### src/rtl/seven_seg_capture_if.sv
// Scanned seven-segment bus as seen by a capture/loopback checker.
// The display side drives Bit/SEG; the capture side returns the reconstructed digits and event pulses.
interface seven_seg_capture_if #(
  parameter int DIGITS = 8
);
  localparam int IW = (DIGITS > 1) ? $clog2(DIGITS) : 1;

  logic [DIGITS-1:0]   Bit;
  logic [7:0]          SEG;
  logic [4*DIGITS-1:0] digits;
  logic [DIGITS-1:0]   dp;
  logic [DIGITS-1:0]   valid;
  logic                upd;
  logic [IW-1:0]       upd_idx;
  logic                bad_pat;
  logic                bad_sel;
  logic                scan_wrap;

  modport master (
    output Bit, SEG,
    input  digits, dp, valid, upd, upd_idx, bad_pat, bad_sel, scan_wrap
  );

  modport slave (
    input  Bit, SEG,
    output digits, dp, valid, upd, upd_idx, bad_pat, bad_sel, scan_wrap
  );
endinterface

### src/rtl/seven_seg_capture.sv
// Receiver for a multiplexed seven-segment scan: debounces {Bit,SEG}, decodes hex glyphs
// per digit and flags illegal glyphs, multi-digit selects and scan wrap-around.
//
// state  | meaning
// WAIT   | nothing pending since reset
// SETTLE | new value seen, counting identical samples down to terminal count
// LOCKED | current value accepted, waiting for a change
module seven_seg_capture #(
  parameter int DIGITS        = 8,
  parameter int STABLE_CYCLES = 4
) (
  input logic                clk,
  input logic                rst,
  seven_seg_capture_if.slave bus
);

  localparam int         IW   = (DIGITS > 1) ? $clog2(DIGITS) : 1;
  localparam int         SW   = DIGITS + 8;
  localparam logic [7:0] LOAD = 8'(STABLE_CYCLES - 1);

  typedef enum logic [1:0] {
    WAIT,
    SETTLE,
    LOCKED
  } state_t;

  state_t        state_q, state_d;
  logic [7:0]    cnt_q, cnt_d;
  logic [SW-1:0] samp_q;
  logic [SW-1:0] samp_in;
  logic          diff;
  logic          accept;

  assign samp_in = {bus.Bit, bus.SEG};
  assign diff    = (samp_in != samp_q);

  always_ff @(posedge clk or posedge rst) begin
    if (rst) begin
      state_q <= WAIT;
      cnt_q   <= '0;
      samp_q  <= '1;
    end else begin
      state_q <= state_d;
      cnt_q   <= cnt_d;
      samp_q  <= samp_in;
    end
  end

  // Counter holds the number of identical samples still needed; zero means the held value is stable.
  always_comb begin
    state_d = state_q;
    cnt_d   = cnt_q;
    accept  = 1'b0;
    case (state_q)
      WAIT: begin
        if (diff) begin
          state_d = SETTLE;
          cnt_d   = LOAD;
        end
      end
      SETTLE: begin
        if (cnt_q == 8'd0) begin
          accept = 1'b1;
          if (diff) begin
            state_d = SETTLE;
            cnt_d   = LOAD;
          end else begin
            state_d = LOCKED;
          end
        end else if (diff) begin
          cnt_d = LOAD;
        end else begin
          cnt_d = cnt_q - 8'd1;
        end
      end
      LOCKED: begin
        if (diff) begin
          state_d = SETTLE;
          cnt_d   = LOAD;
        end
      end
      default: begin
        state_d = WAIT;
        cnt_d   = '0;
      end
    endcase
  end

  function automatic logic [4:0] glyph(input logic [6:0] s);
    case (s)
      7'h40:   return {1'b1, 4'h0};
      7'h79:   return {1'b1, 4'h1};
      7'h24:   return {1'b1, 4'h2};
      7'h30:   return {1'b1, 4'h3};
      7'h19:   return {1'b1, 4'h4};
      7'h12:   return {1'b1, 4'h5};
      7'h02:   return {1'b1, 4'h6};
      7'h78:   return {1'b1, 4'h7};
      7'h00:   return {1'b1, 4'h8};
      7'h10:   return {1'b1, 4'h9};
      7'h08:   return {1'b1, 4'hA};
      7'h03:   return {1'b1, 4'hB};
      7'h46:   return {1'b1, 4'hC};
      7'h21:   return {1'b1, 4'hD};
      7'h06:   return {1'b1, 4'hE};
      7'h0E:   return {1'b1, 4'hF};
      default: return 5'b0_0000;
    endcase
  endfunction

  logic [DIGITS-1:0] sel;
  logic [7:0]        seg_acc;
  logic              sel_any;
  logic              sel_multi;
  logic [IW-1:0]     sel_idx;
  logic              hit;
  logic [3:0]        nib;

  assign sel       = ~samp_q[SW-1:8];
  assign seg_acc   = samp_q[7:0];
  assign sel_any   = |sel;
  assign sel_multi = (sel & (sel - 1'b1)) != '0;
  assign {hit, nib} = glyph(seg_acc[6:0]);

  always_comb begin
    sel_idx = '0;
    for (int i = 0; i < DIGITS; i++) begin
      if (sel[i]) sel_idx = IW'(i);
    end
  end

  logic [4*DIGITS-1:0] digits_q;
  logic [DIGITS-1:0]   dp_q;
  logic [DIGITS-1:0]   valid_q;
  logic                upd_q;
  logic [IW-1:0]       upd_idx_q;
  logic                bad_pat_q;
  logic                bad_sel_q;
  logic                wrap_q;
  logic [IW-1:0]       prev_idx_q;
  logic                first_q;

  // The first commit after reset has no meaningful predecessor, so it never reports a wrap.
  always_ff @(posedge clk or posedge rst) begin
    if (rst) begin
      digits_q   <= '0;
      dp_q       <= '0;
      valid_q    <= '0;
      upd_q      <= 1'b0;
      upd_idx_q  <= '0;
      bad_pat_q  <= 1'b0;
      bad_sel_q  <= 1'b0;
      wrap_q     <= 1'b0;
      prev_idx_q <= IW'(DIGITS - 1);
      first_q    <= 1'b1;
    end else begin
      upd_q     <= 1'b0;
      bad_pat_q <= 1'b0;
      bad_sel_q <= 1'b0;
      wrap_q    <= 1'b0;
      if (accept && sel_any) begin
        if (sel_multi) begin
          bad_sel_q <= 1'b1;
        end else if (hit) begin
          digits_q[4*sel_idx +: 4] <= nib;
          dp_q[sel_idx]            <= ~seg_acc[7];
          valid_q[sel_idx]         <= 1'b1;
          upd_q                    <= 1'b1;
          upd_idx_q                <= sel_idx;
          wrap_q                   <= ~first_q && (sel_idx <= prev_idx_q);
          prev_idx_q               <= sel_idx;
          first_q                  <= 1'b0;
        end else begin
          valid_q[sel_idx] <= 1'b0;
          bad_pat_q        <= 1'b1;
        end
      end
    end
  end

  assign bus.digits    = digits_q;
  assign bus.dp        = dp_q;
  assign bus.valid     = valid_q;
  assign bus.upd       = upd_q;
  assign bus.upd_idx   = upd_idx_q;
  assign bus.bad_pat   = bad_pat_q;
  assign bus.bad_sel   = bad_sel_q;
  assign bus.scan_wrap = wrap_q;

endmodule

### src/flat_wrapper.sv
// flat-port wrapper written by rule: the top's interface ports become plain ports
module seven_seg_capture_flat 
#(
  parameter int DIGITS        = 8,
  parameter int STABLE_CYCLES = 4
)
  (clk, rst, bus_Bit, bus_SEG, bus_digits, bus_dp, bus_valid, bus_upd, bus_upd_idx, bus_bad_pat, bus_bad_sel, bus_scan_wrap);
  seven_seg_capture_if #(.DIGITS(DIGITS)) bus_i ();
  input logic clk;
  input logic rst;
  input wire logic [$bits(bus_i.Bit)-1:0] bus_Bit;
  input wire logic [$bits(bus_i.SEG)-1:0] bus_SEG;
  output wire logic [$bits(bus_i.digits)-1:0] bus_digits;
  output wire logic [$bits(bus_i.dp)-1:0] bus_dp;
  output wire logic [$bits(bus_i.valid)-1:0] bus_valid;
  output wire logic [$bits(bus_i.upd)-1:0] bus_upd;
  output wire logic [$bits(bus_i.upd_idx)-1:0] bus_upd_idx;
  output wire logic [$bits(bus_i.bad_pat)-1:0] bus_bad_pat;
  output wire logic [$bits(bus_i.bad_sel)-1:0] bus_bad_sel;
  output wire logic [$bits(bus_i.scan_wrap)-1:0] bus_scan_wrap;
  assign bus_i.Bit = bus_Bit;
  assign bus_i.SEG = bus_SEG;
  assign bus_digits = bus_i.digits;
  assign bus_dp = bus_i.dp;
  assign bus_valid = bus_i.valid;
  assign bus_upd = bus_i.upd;
  assign bus_upd_idx = bus_i.upd_idx;
  assign bus_bad_pat = bus_i.bad_pat;
  assign bus_bad_sel = bus_i.bad_sel;
  assign bus_scan_wrap = bus_i.scan_wrap;
  seven_seg_capture #(.DIGITS(DIGITS), .STABLE_CYCLES(STABLE_CYCLES)) u_core (.clk(clk), .rst(rst), .bus(bus_i));
endmodule
### config.mk
export PLATFORM = sky130hd
export DESIGN_NAME = seven_seg_capture_flat
export DESIGN_NICKNAME = d
export VERILOG_FILES = /design/src/rtl/seven_seg_capture_if.sv /design/src/rtl/seven_seg_capture.sv /design/src/flat_wrapper.sv
export SDC_FILE = /design/constraint.sdc
export NUM_CORES = 1
export LEC_CHECK = 0
export BUFFER_PORTS_ARGS = -buffer_cell sky130_fd_sc_hd__buf_2
export CORE_ASPECT_RATIO = 0.7
export CORE_MARGIN = 10
export CORE_UTILIZATION = 45
export CTS_CLUSTER_DIAMETER = 150
export DETAILED_ROUTE_END_ITERATION = 6
export PLACE_DENSITY = 0.66
export REMOVE_ABC_BUFFERS = 1
export SYNTH_ARGS = -nofsm -noshare
export SYNTH_HDL_FRONTEND = slang
export SYNTH_SLANG_ARGS = --single-unit
### constraint.sdc
create_clock -name clk -period 8.2 [get_ports clk]
set_input_delay 0.82 -clock clk [delete_from_list [all_inputs] [get_ports clk]]
set_output_delay 0.82 -clock clk [all_outputs]
set_load 0.02 [all_outputs]
[Word-level counts from Yosys, hierarchy flattened]
Cells that the tools add are included.
Word-level totals
  flip-flop bits (word level): 85
  input bits: 18
  output and inout port bits: 55
  word-level logic and storage cells: 95
Operators by class
  add/sub/neg operators: 3
  order comparisons: 3
  equal/unequal tests: 20
  shift operators: 2
  muxes and demuxes: 34
  bitwise logic cells: 8
  reduce and logical (&&, ||, !) cells: 12
Operator list (number)
  case mux 5 bit (16 select lines): 1
  negator 5 -> 34 bit: 1
  variable shift 4 x 34 -> 32 bit (first input constant): 1
  indexed part select 4 x 34 -> 32 bit: 1
  bitwise mux 32 bit: 1
  two-way mux 8 bit: 4
  equality test 7 bit (second input constant): 4
  equality test 7 x 5 -> 1 bit (second input constant): 3
  equality test 7 x 6 -> 1 bit (second input constant): 3
  bitwise AND 8 bit: 2
  != test 16 bit: 1
  NOT 8 bit: 2
  case mux 8 bit (2 select lines): 1
  subtractor 8 x 1 -> 8 bit (second input constant): 2
  two-way mux 1 bit: 15
  equality test 7 x 2 -> 1 bit (second input constant): 2
  equality test 7 x 4 -> 1 bit (second input constant): 2
  two-way mux 3 bit: 4
  two-way mux 2 bit: 5
  bitwise mux 8 bit: 1
  zero test 8 bit: 1
  OR 8 bit: 1
  nonzero test 8 bit: 1
  OR reduction 8 bit: 1
  16 further kinds: 22

[Longest topological paths before layout]
  word-level depth: 15
  gate-level depth with buffers: 11
  gate-level depth less buffers: 10

[Worst setup path before layout]
OpenSTA, ideal clock, no wires.
  path kind: flip-flop to flip-flop
  start: reg u_core.samp_q[10]
  end: reg u_core.digits_q[16], in the netlist u_core.bus.digits[16]
  library setup time: 0.125 ns
  arrival: 2.972 ns
  required time: 8.075 ns
  path slack: 5.104 ns
  stages on the path, launching flop included: 11
  buffers on the path: 0
  clock period less this slack: 3.096 ns
  cell sequence: dfstp_2 -> nor2b_1 -> o211ai_2 -> nand2_1 -> inv_1 -> ha_1 -> ha_1 -> nand3b_1 -> or4_4 -> nor4_4 -> mux2_2
Between the ends
  longest elaborated chain between the ends: 10
  elaborated cells between the ends (all ways): 18
  those cells by class: add/sub: 2; shift: 2; mux: 7; bitwise: 3; reduce/logical: 4
Ends and longest elaborated chain
  from (decl): line seven_seg_capture.sv:29  | logic [SW-1:0] samp_q;
  from (signal assigned): line seven_seg_capture.sv:45  | samp_q <= samp_in;
  NOT 8 bit (*): line seven_seg_capture.sv:119  | assign sel = ~samp_q[SW-1:8];
  two-way mux 2 bit (2 in a row): line seven_seg_capture.sv:128  | if (sel[i]) sel_idx = IW'(i);
  two-way mux 3 bit (4 in a row): line seven_seg_capture.sv:128
  negator 5 -> 34 bit: line seven_seg_capture.sv:165  | digits_q[4*sel_idx +: 4] <= nib;
  indexed part select 4 x 34 -> 32 bit or variable shift 4 x 34 -> 32 bit (tied branches): line seven_seg_capture.sv:165
  bitwise mux 32 bit: line seven_seg_capture.sv:165
  to (signal, indexed assignment): line seven_seg_capture.sv:165
  to (decl): line seven_seg_capture.sv:132  | logic [4*DIGITS-1:0] digits_q;
Mark *: on every way between the ends. The rest lies on a longest branch, timed or not.
A chain may end at the register's enable or synchronous reset.

[Worst setup path in the final report]
  start: reg u_core.samp_q[10]
  end: reg u_core.digits_q[18], in the netlist u_core.bus.digits[18]
The elaborated chain is that of the path after synthesis.

==> flow_summary.yaml <==
run_status:
  status: "finished clean"
timing:
  tightestPinTransition_ns: 1.19
  fin_skew_ns: 0.00658
  slew_viol_final: 0
  hold_violations: 0
  tns_ns: 0
  clock.fmax_mhz: 294
  fin_crit_ns: 3.40
  fin_ws_ns: 4.80
  maxSlewHeadroom_pct: 18.4
  post-route-period-util_pct: 41.4
  grt_setup_unrepaired: "no"
  setup_viol: 0
hold_path:
  hold_path.class: "reg2reg"
  holdPathStages: 1
  worstHoldStart: "u_core.bus.digits[30]$_DFFE_PP0P_"
  holdPathEnd: "u_core.bus.digits[30]$_DFFE_PP0P_"
final_layout:
  area_delta_synth_final_pct: 16.8
  diodes: 0
  final_util_pct: 53.7
  layout_commonest_cell: "buf_2"
  layout-drive-gt1-share_pct: 38.2
  fin_nets: 482
  final_cell_mix: "buf_2 (72), dfrtp_1 (65), mux2_2 (34)"
clock_network:
  cts_resized: 0
  clockBufferDepth: 2
  cts_setup_buffers: 0
  hold_buffers: 0
  cts_max_level: 3
  worstSkewPairLatency_ns: 0.34
  cts_made_buffers: 9
  cts_root_buffer: "clkbuf_16"
  cts.clk_slew.worst_paths_ns: 0.06
  numClockSinks: 85
  cts_tree: "yes"
logic_synthesis:
  synthFlopType: "dfrtp_1"
  yosys_warnings: 0
  ys_types: 71
  synth_edf_count: 0
  syn_area_um2: 4450
  synth-seq-area-share_pct: 48.4
  yosys_register_bits: 85
  async_flop_share_pct: 100
  syn_inst: 390
  postSynthAreaPerCell_um2: 11.4
critical_path:
  startpoint_type: "flip-flop"
  worstPathArrival_ns: 3.62
  path_class: "reg2reg"
  required_ns: 8.42
  r2r_end: "u_core.bus.digits[18]$_DFFE_PP0P_"
  ff2ff_setup_slack_ns: 4.80
  critPathCaptureType: "flip-flop"
  reg2regPathDepth: 10
  cp_max_fo: 7
  r2r_start: "u_core.samp_q[10]$_DFF_PP1_"
detailed_routing:
  viasPerCell: 5.35
  drc: 0
  antenna_left: 0
  firstDrtPassIters: 4
  wl_per_cell_um: 17.7
  drt-total-wl_um: 10400
  first_iter_violations: 227
  num_vias: 3151
placed_design:
  dpl_worst_slack_ns: 4.81
  place_congestion: 0.856
  dp_hpwl_um: 7670
  port-buffer-count: 72
power_and_ir_drop:
  totalPowerFinal_uw: 952
  ir_drop_uv: 127
  power_density_nw_per_um2: 183
  leakagePower_uw: 0.00257
global_route:
  antenna_found_initial: 0
  grt_pass1_wl_um: 17000
  grt.total_usage_pct: 14.7
  grt_pass1_vias: 3187
  grt_max_degree: 86
  overflow: 0
floorplan:
  row_count: 30
  dieArea_um2: 14300
  die_h_um: 103
  core_um2: 9680
  initial_core_util_pct: 46.0
  io_pins: 73
  die_x_um: 139
run:
  drv_cap: 0
through the flow:
stage / cell area, um2 / std cells / hold WS [ns]
after floorplan: 4320 / 371 / 0.456
final: 5200 / 589 / 0.484
after global routing: 5200 / 589 / 0.513
after CTS: 5200 / 589 / 0.487
after detailed placement: 4860 / 573 / 0.474
after global placement: 4860 / 573 / 0.472
kinds of logic (layout without fill, tap and decap cells):
kind of cell / Yosys count / count (layout) / synth area share, %
compound gates: 66 / 66 / 10.6
buf+inv: 40 / 111 / 4.61
xor+xnor: 18 / 18 / 3.54
fa+ha+maj: 8 / 8 / 2.25
flops: 85 / 85 / 48.4
simple gates: 128 / 128 / 19.6
mux: 45 / 45 / 11.1
worst max-delay path, stage by stage, from the launching register on:
cell and delay (ns):
dfstp_2 0.57, nor2b_1 0.18, o211ai_2 0.12, nand2_1 0.17, inv_1 0.16, ha_1 0.24
ha_1 0.24, nand3b_1 0.26, or4_4 0.61, nor4_4 0.35, mux2_2 0.38
routing by layer:
layer  up-vias  wire [um]  track usage, %
li1       1528          -               -
met1      1536       5450            20.8
met2        76       4310            20.9
met3        11        535            4.74
met4         0        114            4.00
met5         -          0               0
cells in the mapped netlist, types with 3 or more instances:
library cell	instances	area share, %
a21oi_1	19	2.1
a31oi_1	4	0.56
a21o_1	5	0.84
nor4_4	5	2.4
nor3_1	7	0.79
inv_1	20	1.7
buf_6	5	1.3
clkbuf_1	4	0.34
and2_1	3	0.42
nor3_4	4	1.5
mux2_2	34	8.6
or2_2	3	0.42
nor2_1	30	2.5
nand2_1	17	1.4
o21ai_0	7	0.79
nand3b_1	4	0.67
ha_1	8	2.2
dfrtp_1	65	37
a2bb2oi_1	3	0.59
o31ai_1	4	0.67
dfstp_2	20	12
nor3_2	3	0.67
nand2b_1	7	0.98
xor2_1	17	3.3
nand3_1	5	0.56
nor4_1	7	0.98
mux2i_1	10	2.2
or3_1	5	0.70
buf_2	8	0.90
nand4_1	4	0.56
nor3b_1	4	0.67
nor2b_1	3	0.42
state kept, by name (all words and copies together) (netlist names), 2 cells and up, named ones only:
| signal | flops |
|---|---|
| u_core.samp_q | 16 |
| u_core.bus.upd_idx | 3 |
| u_core.cnt_q | 8 |
| u_core.bus.digits | 32 |
| u_core.bus.dp | 8 |
| u_core.prev_idx_q | 3 |
| u_core.state_q | 2 |
area by class of cell:
type	count	area, um2
inverters	21	80.1
clock inverters	7	114
flip-flops and latches	85	2150
clock buffers	9	225
well taps	128	160
multi-input cells	265	2090
repair buffers	74	375
fillers	860	4480
where the power goes:
| group | leakage, uW | internal, uW | switching [uW] |
|---|---|---|---|
| clock | 0.000169 | 296 | 165 |
| sequential | 0.00110 | 427 | 11.0 |
| combinational | 0.00130 | 17.5 | 35.2 |
worst max-delay path by stage:
stage / cells after the start / start / slack (ns) / to
finish: 10 / u_core.samp_q[10]$_DFF_PP1_ / 4.80 / u_core.bus.digits[18]$_DFFE_PP0P_
global route: 10 / u_core.samp_q[10]$_DFF_PP1_ / 4.60 / u_core.bus.digits[27]$_DFFE_PP0P_
CTS: 10 / u_core.samp_q[10]$_DFF_PP1_ / 4.79 / u_core.bus.digits[16]$_DFFE_PP0P_
detailed placement: 10 / u_core.samp_q[10]$_DFF_PP1_ / 4.81 / u_core.bus.digits[16]$_DFFE_PP0P_
global placement: 10 / u_core.samp_q[10]$_DFF_PP1_ / 4.93 / u_core.bus.digits[16]$_DFFE_PP0P_
floorplan: 10 / u_core.samp_q[10]$_DFF_PP1_ / 5.10 / u_core.bus.digits[16]$_DFFE_PP0P_
Power figures use the tool's default switching activity.
